**src/rtl/rx_serial_pkg.sv**
```systemverilog
// -----------------------------------------------------------------------------
// rx_serial_pkg
// Shared definitions for the 7O1 serial receiver:
//   - 4-bit FSM state codes (also visible on db_estado)
//   - default baud divider (50 MHz / 115200)
//   - ASCII constant for the '#' terminator character
//   - odd-parity check helper
// -----------------------------------------------------------------------------
package rx_serial_pkg;

  localparam int BAUD_DIV_DEFAULT = 434;

  localparam logic [6:0] ASCII_HASHTAG = 7'h23;

  localparam logic [3:0] EST_REPOUSO      = 4'd0;
  localparam logic [3:0] EST_INICIO       = 4'd1;
  localparam logic [3:0] EST_DADOS        = 4'd2;
  localparam logic [3:0] EST_PARIDADE     = 4'd3;
  localparam logic [3:0] EST_PARADA       = 4'd4;
  localparam logic [3:0] EST_ARMAZENA     = 4'd5;
  localparam logic [3:0] EST_ESPERA_LINHA = 4'd6;

  typedef enum logic [3:0] {
    REPOUSO      = EST_REPOUSO,
    INICIO       = EST_INICIO,
    DADOS        = EST_DADOS,
    PARIDADE     = EST_PARIDADE,
    PARADA       = EST_PARADA,
    ARMAZENA     = EST_ARMAZENA,
    ESPERA_LINHA = EST_ESPERA_LINHA
  } estado_t;

  // Odd parity: data bits plus parity bit must contain an odd number of ones.
  function automatic logic paridade_impar_ok(input logic [6:0] dados, input logic paridade);
    return ^{dados, paridade};
  endfunction

endpackage

```
**src/rtl/rx_serial_7o1_contador_baud.sv**
```systemverilog
// -----------------------------------------------------------------------------
// contador_baud
// Modulo-M counter (0..M-1) with synchronous clear.
// Ports:
//   clock  in   system clock
//   reset  in   asynchronous active-low reset
//   limpa  in   synchronous clear (count returns to 0 next cycle)
//   fim    out  count == M-1   (full bit period elapsed)
//   meio   out  count == M/2-1 (half bit period elapsed)
// -----------------------------------------------------------------------------
module contador_baud #(
  parameter int M = 434
) (
  input  logic clock,
  input  logic reset,
  input  logic limpa,
  output logic fim,
  output logic meio
);

  localparam int CW = (M > 1) ? $clog2(M) : 1;

  logic [CW-1:0] contagem;

  always_ff @(posedge clock or negedge reset) begin
    if (!reset) begin
      contagem <= '0;
    end else if (limpa || fim) begin
      contagem <= '0;
    end else begin
      contagem <= contagem + 1'b1;
    end
  end

  assign fim  = (contagem == CW'(M - 1));
  assign meio = (contagem == CW'(M / 2 - 1));

endmodule

```
**src/rtl/rx_serial_7o1.sv**
```systemverilog
// -----------------------------------------------------------------------------
// rx_serial_7o1
// Receiver for the 7O1 asynchronous format: start, 7 data bits LSB first,
// odd parity, stop. Rebuilds each character and flags parity/framing errors.
// Parameter:
//   BAUD_DIV  clock cycles per bit; must be >= 4 and even
// Ports:
//   clock           in   system clock
//   reset           in   asynchronous active-low reset
//   entrada_serial  in   serial line, idles high, asynchronous to clock
//   dados_ascii     out  last received character
//   pronto          out  one-cycle pulse, new character stored
//   paridade_ok     out  odd parity of last frame correct
//   erro_parada     out  stop bit of last frame sampled 0
//   db_estado       out  current FSM state code
// -----------------------------------------------------------------------------
module rx_serial_7o1
  import rx_serial_pkg::*;
#(
  parameter int BAUD_DIV = BAUD_DIV_DEFAULT
) (
  input  logic       clock,
  input  logic       reset,
  input  logic       entrada_serial,
  output logic [6:0] dados_ascii,
  output logic       pronto,
  output logic       paridade_ok,
  output logic       erro_parada,
  output logic [3:0] db_estado
);

  // Two-flop synchronizer; resets to the idle (high) line level so reset
  // release never looks like a start bit.
  logic sync_a;
  logic s_rx;

  always_ff @(posedge clock or negedge reset) begin
    if (!reset) begin
      sync_a <= 1'b1;
      s_rx   <= 1'b1;
    end else begin
      sync_a <= entrada_serial;
      s_rx   <= sync_a;
    end
  end

  estado_t estado;
  estado_t estado_prox;

  logic       fim;
  logic       meio;
  logic       limpa;
  logic       desloca;
  logic       amostra_par;
  logic       armazena;
  logic [2:0] indice;
  logic [6:0] registro;
  logic       bit_par;

  // The baud counter restarts on every state change, so each state measures
  // its own interval from its entry cycle.
  assign limpa = (estado_prox != estado);

  contador_baud #(
    .M(BAUD_DIV)
  ) u_contador_baud (
    .clock (clock),
    .reset (reset),
    .limpa (limpa),
    .fim   (fim),
    .meio  (meio)
  );

  always_ff @(posedge clock or negedge reset) begin
    if (!reset) begin
      estado <= REPOUSO;
    end else begin
      estado <= estado_prox;
    end
  end

  always_comb begin
    estado_prox = estado;
    desloca     = 1'b0;
    amostra_par = 1'b0;
    armazena    = 1'b0;
    case (estado)
      REPOUSO: begin
        if (!s_rx) estado_prox = INICIO;
      end
      INICIO: begin
        // Mid-start-bit check: a line already back high was a glitch.
        if (meio) estado_prox = s_rx ? REPOUSO : DADOS;
      end
      DADOS: begin
        if (fim) begin
          desloca = 1'b1;
          if (indice == 3'd6) estado_prox = PARIDADE;
        end
      end
      PARIDADE: begin
        if (fim) begin
          amostra_par = 1'b1;
          estado_prox = PARADA;
        end
      end
      PARADA: begin
        // Stop-bit sample: results are latched on this edge so they are
        // already valid during the ARMAZENA cycle that raises pronto.
        if (fim) begin
          armazena    = 1'b1;
          estado_prox = ARMAZENA;
        end
      end
      ARMAZENA: begin
        estado_prox = s_rx ? REPOUSO : ESPERA_LINHA;
      end
      ESPERA_LINHA: begin
        // A line held low after a frame must not be taken as a new start bit.
        if (s_rx) estado_prox = REPOUSO;
      end
      default: begin
        estado_prox = REPOUSO;
      end
    endcase
  end

  // Data path: LSB arrives first, so shift right and insert at the MSB.
  always_ff @(posedge clock or negedge reset) begin
    if (!reset) begin
      indice   <= '0;
      registro <= '0;
      bit_par  <= 1'b0;
    end else begin
      if (estado != DADOS) begin
        indice <= '0;
      end else if (desloca) begin
        indice <= indice + 3'd1;
      end
      if (desloca) registro <= {s_rx, registro[6:1]};
      if (amostra_par) bit_par <= s_rx;
    end
  end

  // Output registers change only when a complete frame is stored.
  always_ff @(posedge clock or negedge reset) begin
    if (!reset) begin
      dados_ascii <= '0;
      paridade_ok <= 1'b0;
      erro_parada <= 1'b0;
    end else if (armazena) begin
      dados_ascii <= registro;
      paridade_ok <= paridade_impar_ok(registro, bit_par);
      erro_parada <= ~s_rx;
    end
  end

  assign pronto    = (estado == ARMAZENA);
  assign db_estado = estado;

endmodule

```
**config.mk**
```make
export PLATFORM = sky130hd
export DESIGN_NAME = rx_serial_7o1
export DESIGN_NICKNAME = d
export VERILOG_FILES = /design/src/rtl/rx_serial_pkg.sv /design/src/rtl/rx_serial_7o1_contador_baud.sv /design/src/rtl/rx_serial_7o1.sv
export SDC_FILE = /design/constraint.sdc
export NUM_CORES = 1
export LEC_CHECK = 0
export BUFFER_PORTS_ARGS = -buffer_cell sky130_fd_sc_hd__buf_2
export CORE_MARGIN = 3
export CORE_UTILIZATION = 37
export DETAILED_ROUTE_END_ITERATION = 8
export SYNTH_ARGS = -nofsm -noshare
export SYNTH_HDL_FRONTEND = slang
export SYNTH_SLANG_ARGS = --single-unit
```
**constraint.sdc**
```tcl
create_clock -name clock -period 1.9 [get_ports clock]
set_clock_uncertainty 0.2 [all_clocks]
set_input_delay 0.285 -clock clock [delete_from_list [all_inputs] [get_ports clock]]
set_output_delay 0.285 -clock clock [all_outputs]
set_load 0.005 [all_outputs]
```
==> results by group <==
Setup path
  – Critical path, cell by cell: nor4b_4, nand3_4, or2_4, mux2_4
  – Critical Path Source Type: register
  – Max stage delay on crit path: 0.42 ns
  – Reg-to-Reg End: registro[0]$_DFFE_PN0P_
  – Worst Path Required: 1.86 ns
  – Reg2Reg Setup Slack: 0.03 ns
  – Worst R2R Path Depth: 4
  – Crit Path Class: reg2reg
  – Worst Path Max Fanout: 8
  – CP Buf/Inv Count: 0
  – CP Capture Type: register
  – Origin of the critical flop-to-flop path: u_contador_baud.contagem[2]$_DFF_PN0_
  – Worst path depth: 4
  – Critical path's slowest cell: dfrtp_1
  – CP arrival: 1.82 ns
  – CP delay by family, top: simple AND/OR/NAND/NOR gates

Synthesis
  – Synthesized instance count: 146
  – Synth Net Count: 154
  – FF+latch count, synth: 35
  – Synth top area share: 0.484
  – Area leader, netlist: dfrtp_1
  – Post-synthesis mux area share: 0.114
  – Post-Syn Area: 1710 um2
  – Top-count cell post-synth: dfrtp_1
  – Seq/Total Area, Yosys: 0.515
  – Asr flop ratio synth: 1.00
  – Top cells by count, synth: 33 x dfrtp_1, 14 x nor2_1, 13 x xnor2_1
  – Largest family of logic cells by synthesized area: simple AND/OR/NAND/NOR gates
  – Synth area leaders: dfrtp_1 48%, xnor2_1 6.7%, mux2_4 6.2%, mux2_2 5.3%, ha_1 3.7%
  – Post-synth EDFFs: 0
  – Post-Synth Simple-Gate Area: 0.163
  – Post-Synth Adder-Cell Area: 0.0367
  – Primary FF master, synth: dfrtp_1
  – Compound-cell area share of the yosys netlist: 0.0557
  – Post-synthesis average cell area: 11.7 um2
  – XOR/XNOR Fraction of Synth Area: 0.0821
  – Unique masters post-synth: 39
  – Ys Warns: 0

Finish
  – NumNets Final: 198
  – N_diodes: 0
  – Area delta synth->final: 28.8%
  – Fillers: 417
  – Final core utilization: 0.498
  – Share of cells above drive strength 1: 0.463

Floorplan
  – CORE AREA: 4410 um2
  – Die area: 5460 um2
  – Initial core utilization: 0.387
  – FP Rows: 24
  – Die Span Y: 73.9 um
  – IO Pins: 17
  – Die X: 73.9 um

Global routing
  – Largest net degree at the start of global routing: 36
  – First-pass GRT wire length: 5780 um
  – Antenna violations before repair: 0
  – GRT overflow: 0
  – Gr usage total: 0.139
  – Vias in the first global route: 1,237

Min path
  – Hold path endpoint: s_rx$_DFF_PN1_
  – Hold Path Depth: 0
  – Hold/Removal Path Class: reg2reg
  – Min-delay src: sync_a$_DFF_PN1_

Detailed routing
  – DR pass1 iterations: 4
  – Routed vias/inst: 5.00
  – DRC viols: 0
  – Routed WL per cell: 14.2 um
  – DRT iter0 DRCs: 156
  – Routed WL: 3430 um
  – Vias: 1,211
  – Post-route ant nets: 0

Power
  – PwrDens: 630 nW/um2
  – Leakage Power: 1.04 nW
  – Peak supply drop: 241 uV

Timing
  – Fin crit period: 1.87 ns
  – Slew Viols, Final: 0
  – Final WS setup: 0.0346 ns
  – Final Hold Viols: 0
  – RSZ-0062 raised after global routing: yes
  – Endpoints failing setup: 0
  – Tcrit/Tclk final: 0.982
  – Max Fclk: 0.536 GHz

Outcome
  – Status: complete, no violations

Placed design
  – Detailed placement HPWL: 2350 um
  – Place WS: -0.0903 ns
  – Routability cong.: 0.980
  – Port buffer count: 16

Clock tree
  – H-tree depth: 2
  – Skew-Pair Late Insertion Delay: 0.27 ns
  – Clock Tree Buf Depth: 2
  – Root Buffer: clkbuf_8
  – TritonCTS clock tree: built
  – Reg clk slew, reported paths: 0.07 ns
  – CTS Sinks: 35
  – CTS Buf Count: 5

Flow run
  – Max_cap viols: 0
==> timing repair <==
action,in CTS,in global routing
cloned,1,0
buffers inserted,1,2
pin swaps,3,4
endpoints found under the setup margin,19,26
hold buffers,2,0
endpoints found under the hold margin,34,0
resized for setup,13,9
==> area by class of cell <==
| type | count | area [um2] | area share |
|---|---|---|---|
| clock inverter | 1 | 5.00 | 0.00228 |
| tap | 52 | 65.1 | 0.0296 |
| inverter | 5 | 18.8 | 0.00854 |
| clock buffer | 6 | 82.6 | 0.0376 |
| sequential | 35 | 880 | 0.400 |
| timing repair buffer | 44 | 307 | 0.139 |
| multi-input combinational | 99 | 841 | 0.382 |
==> cells by family (layout without fill, tap and decap cells) <==
logic type,count (synthesis),count (layout)
and+or+nand+nor,49,49
AOI/OAI and AO/OA,13,13
xor gates and xnor gates,16,16
muxes,15,15
adders and majority gates,5,5
buffers and inverters,12,56
DFF,35,35
other,1,1
==> cell usage in the layout, fill, tap and decap left out, types with 3 or more instances in the layout <==
cell type  netlist  routed
clkbuf_8         0       6
buf_6            1       3
nand2b_1         3       3
mux2_4           7       7
nand3_1          4       4
dfrtp_1         33      32
xor2_1           3       3
mux2_2           8       8
inv_1            5       3
buf_4            0      23
nor3_1           3       3
nor2_2           0       4
nand4_1          3       3
nor2_1          14      10
xnor2_1         13      13
buf_2            1      16
ha_1             5       3
o21ai_0          3       3
nand2_1          9       9
==> power by group <==
part	internal [W]	leakage, nW	total, W	switching, W
sequential	0.000755	0.476	0.000766	0.0000112
clock	0.000284	0.0470	0.000530	0.000246
combinational	0.0000404	0.516	0.0000884	0.0000480
==> registers in the layout, summed over array words and instances, names as in the netlist <==
signal and flops:
bit_par 1, dados_ascii 7, db_estado 4, erro_parada 1, indice 3, paridade_ok 1
registro 7, s_rx 1, sync_a 1, u_contador_baud.contagem 9
==> how the worst max path moves through the flow <==
stage / start / end / slack [ns]
6_report: u_contador_baud.contagem[2]$_DFF_PN0_ / registro[0]$_DFFE_PN0P_ / 0.03
5_1_grt: u_contador_baud.contagem[2]$_DFF_PN0_ / registro[0]$_DFFE_PN0P_ / -0.04
4_1_cts: u_contador_baud.contagem[2]$_DFF_PN0_ / bit_par$_DFFE_PN0P_ / -0.04
3_5_place_dp: u_contador_baud.contagem[2]$_DFF_PN0_ / registro[2]$_DFFE_PN0P_ / -0.09
3_3_place_gp: u_contador_baud.contagem[2]$_DFF_PN0_ / registro[0]$_DFFE_PN0P_ / -0.02
2_1_floorplan: u_contador_baud.contagem[2]$_DFF_PN0_ / registro[0]$_DFFE_PN0P_ / -0.03
==> per-stage QoR <==
step           cells  instance area, um2  hold slack (ns)  TNS (ns)  power (W)
3_3_place_gp     229                1980            0.138    -0.303   0.000845
4_1_cts          240                2150            0.158   -0.0448    0.00140
6_report         242                2200            0.158         0    0.00139
2_1_floorplan    146                1710           -0.211    -0.189   0.000806
5_1_grt          242                2200            0.166    -0.408    0.00146
3_5_place_dp     229                1980            0.147     -1.02   0.000848
==> per-layer routing <==
layer / GRT usage / vias to the layer above / wire length (um)
li1: - / 583 / -
met1: 0.175 / 599 / 1540
met2: 0.228 / 23 / 1710
met3: 0.0356 / 6 / 104
met4: 0.0503 / 0 / 61
met5: 0 / - / 0
==> worst reg2reg max path, delay by kind of cell, from the launching register on <==
family | cells | cell delay (ns)
AND/OR/NAND/NOR | 3 | 0.81
multiplexers | 1 | 0.31
flip-flops | 1 | 0.42
Power figures use the tool's default switching activity.
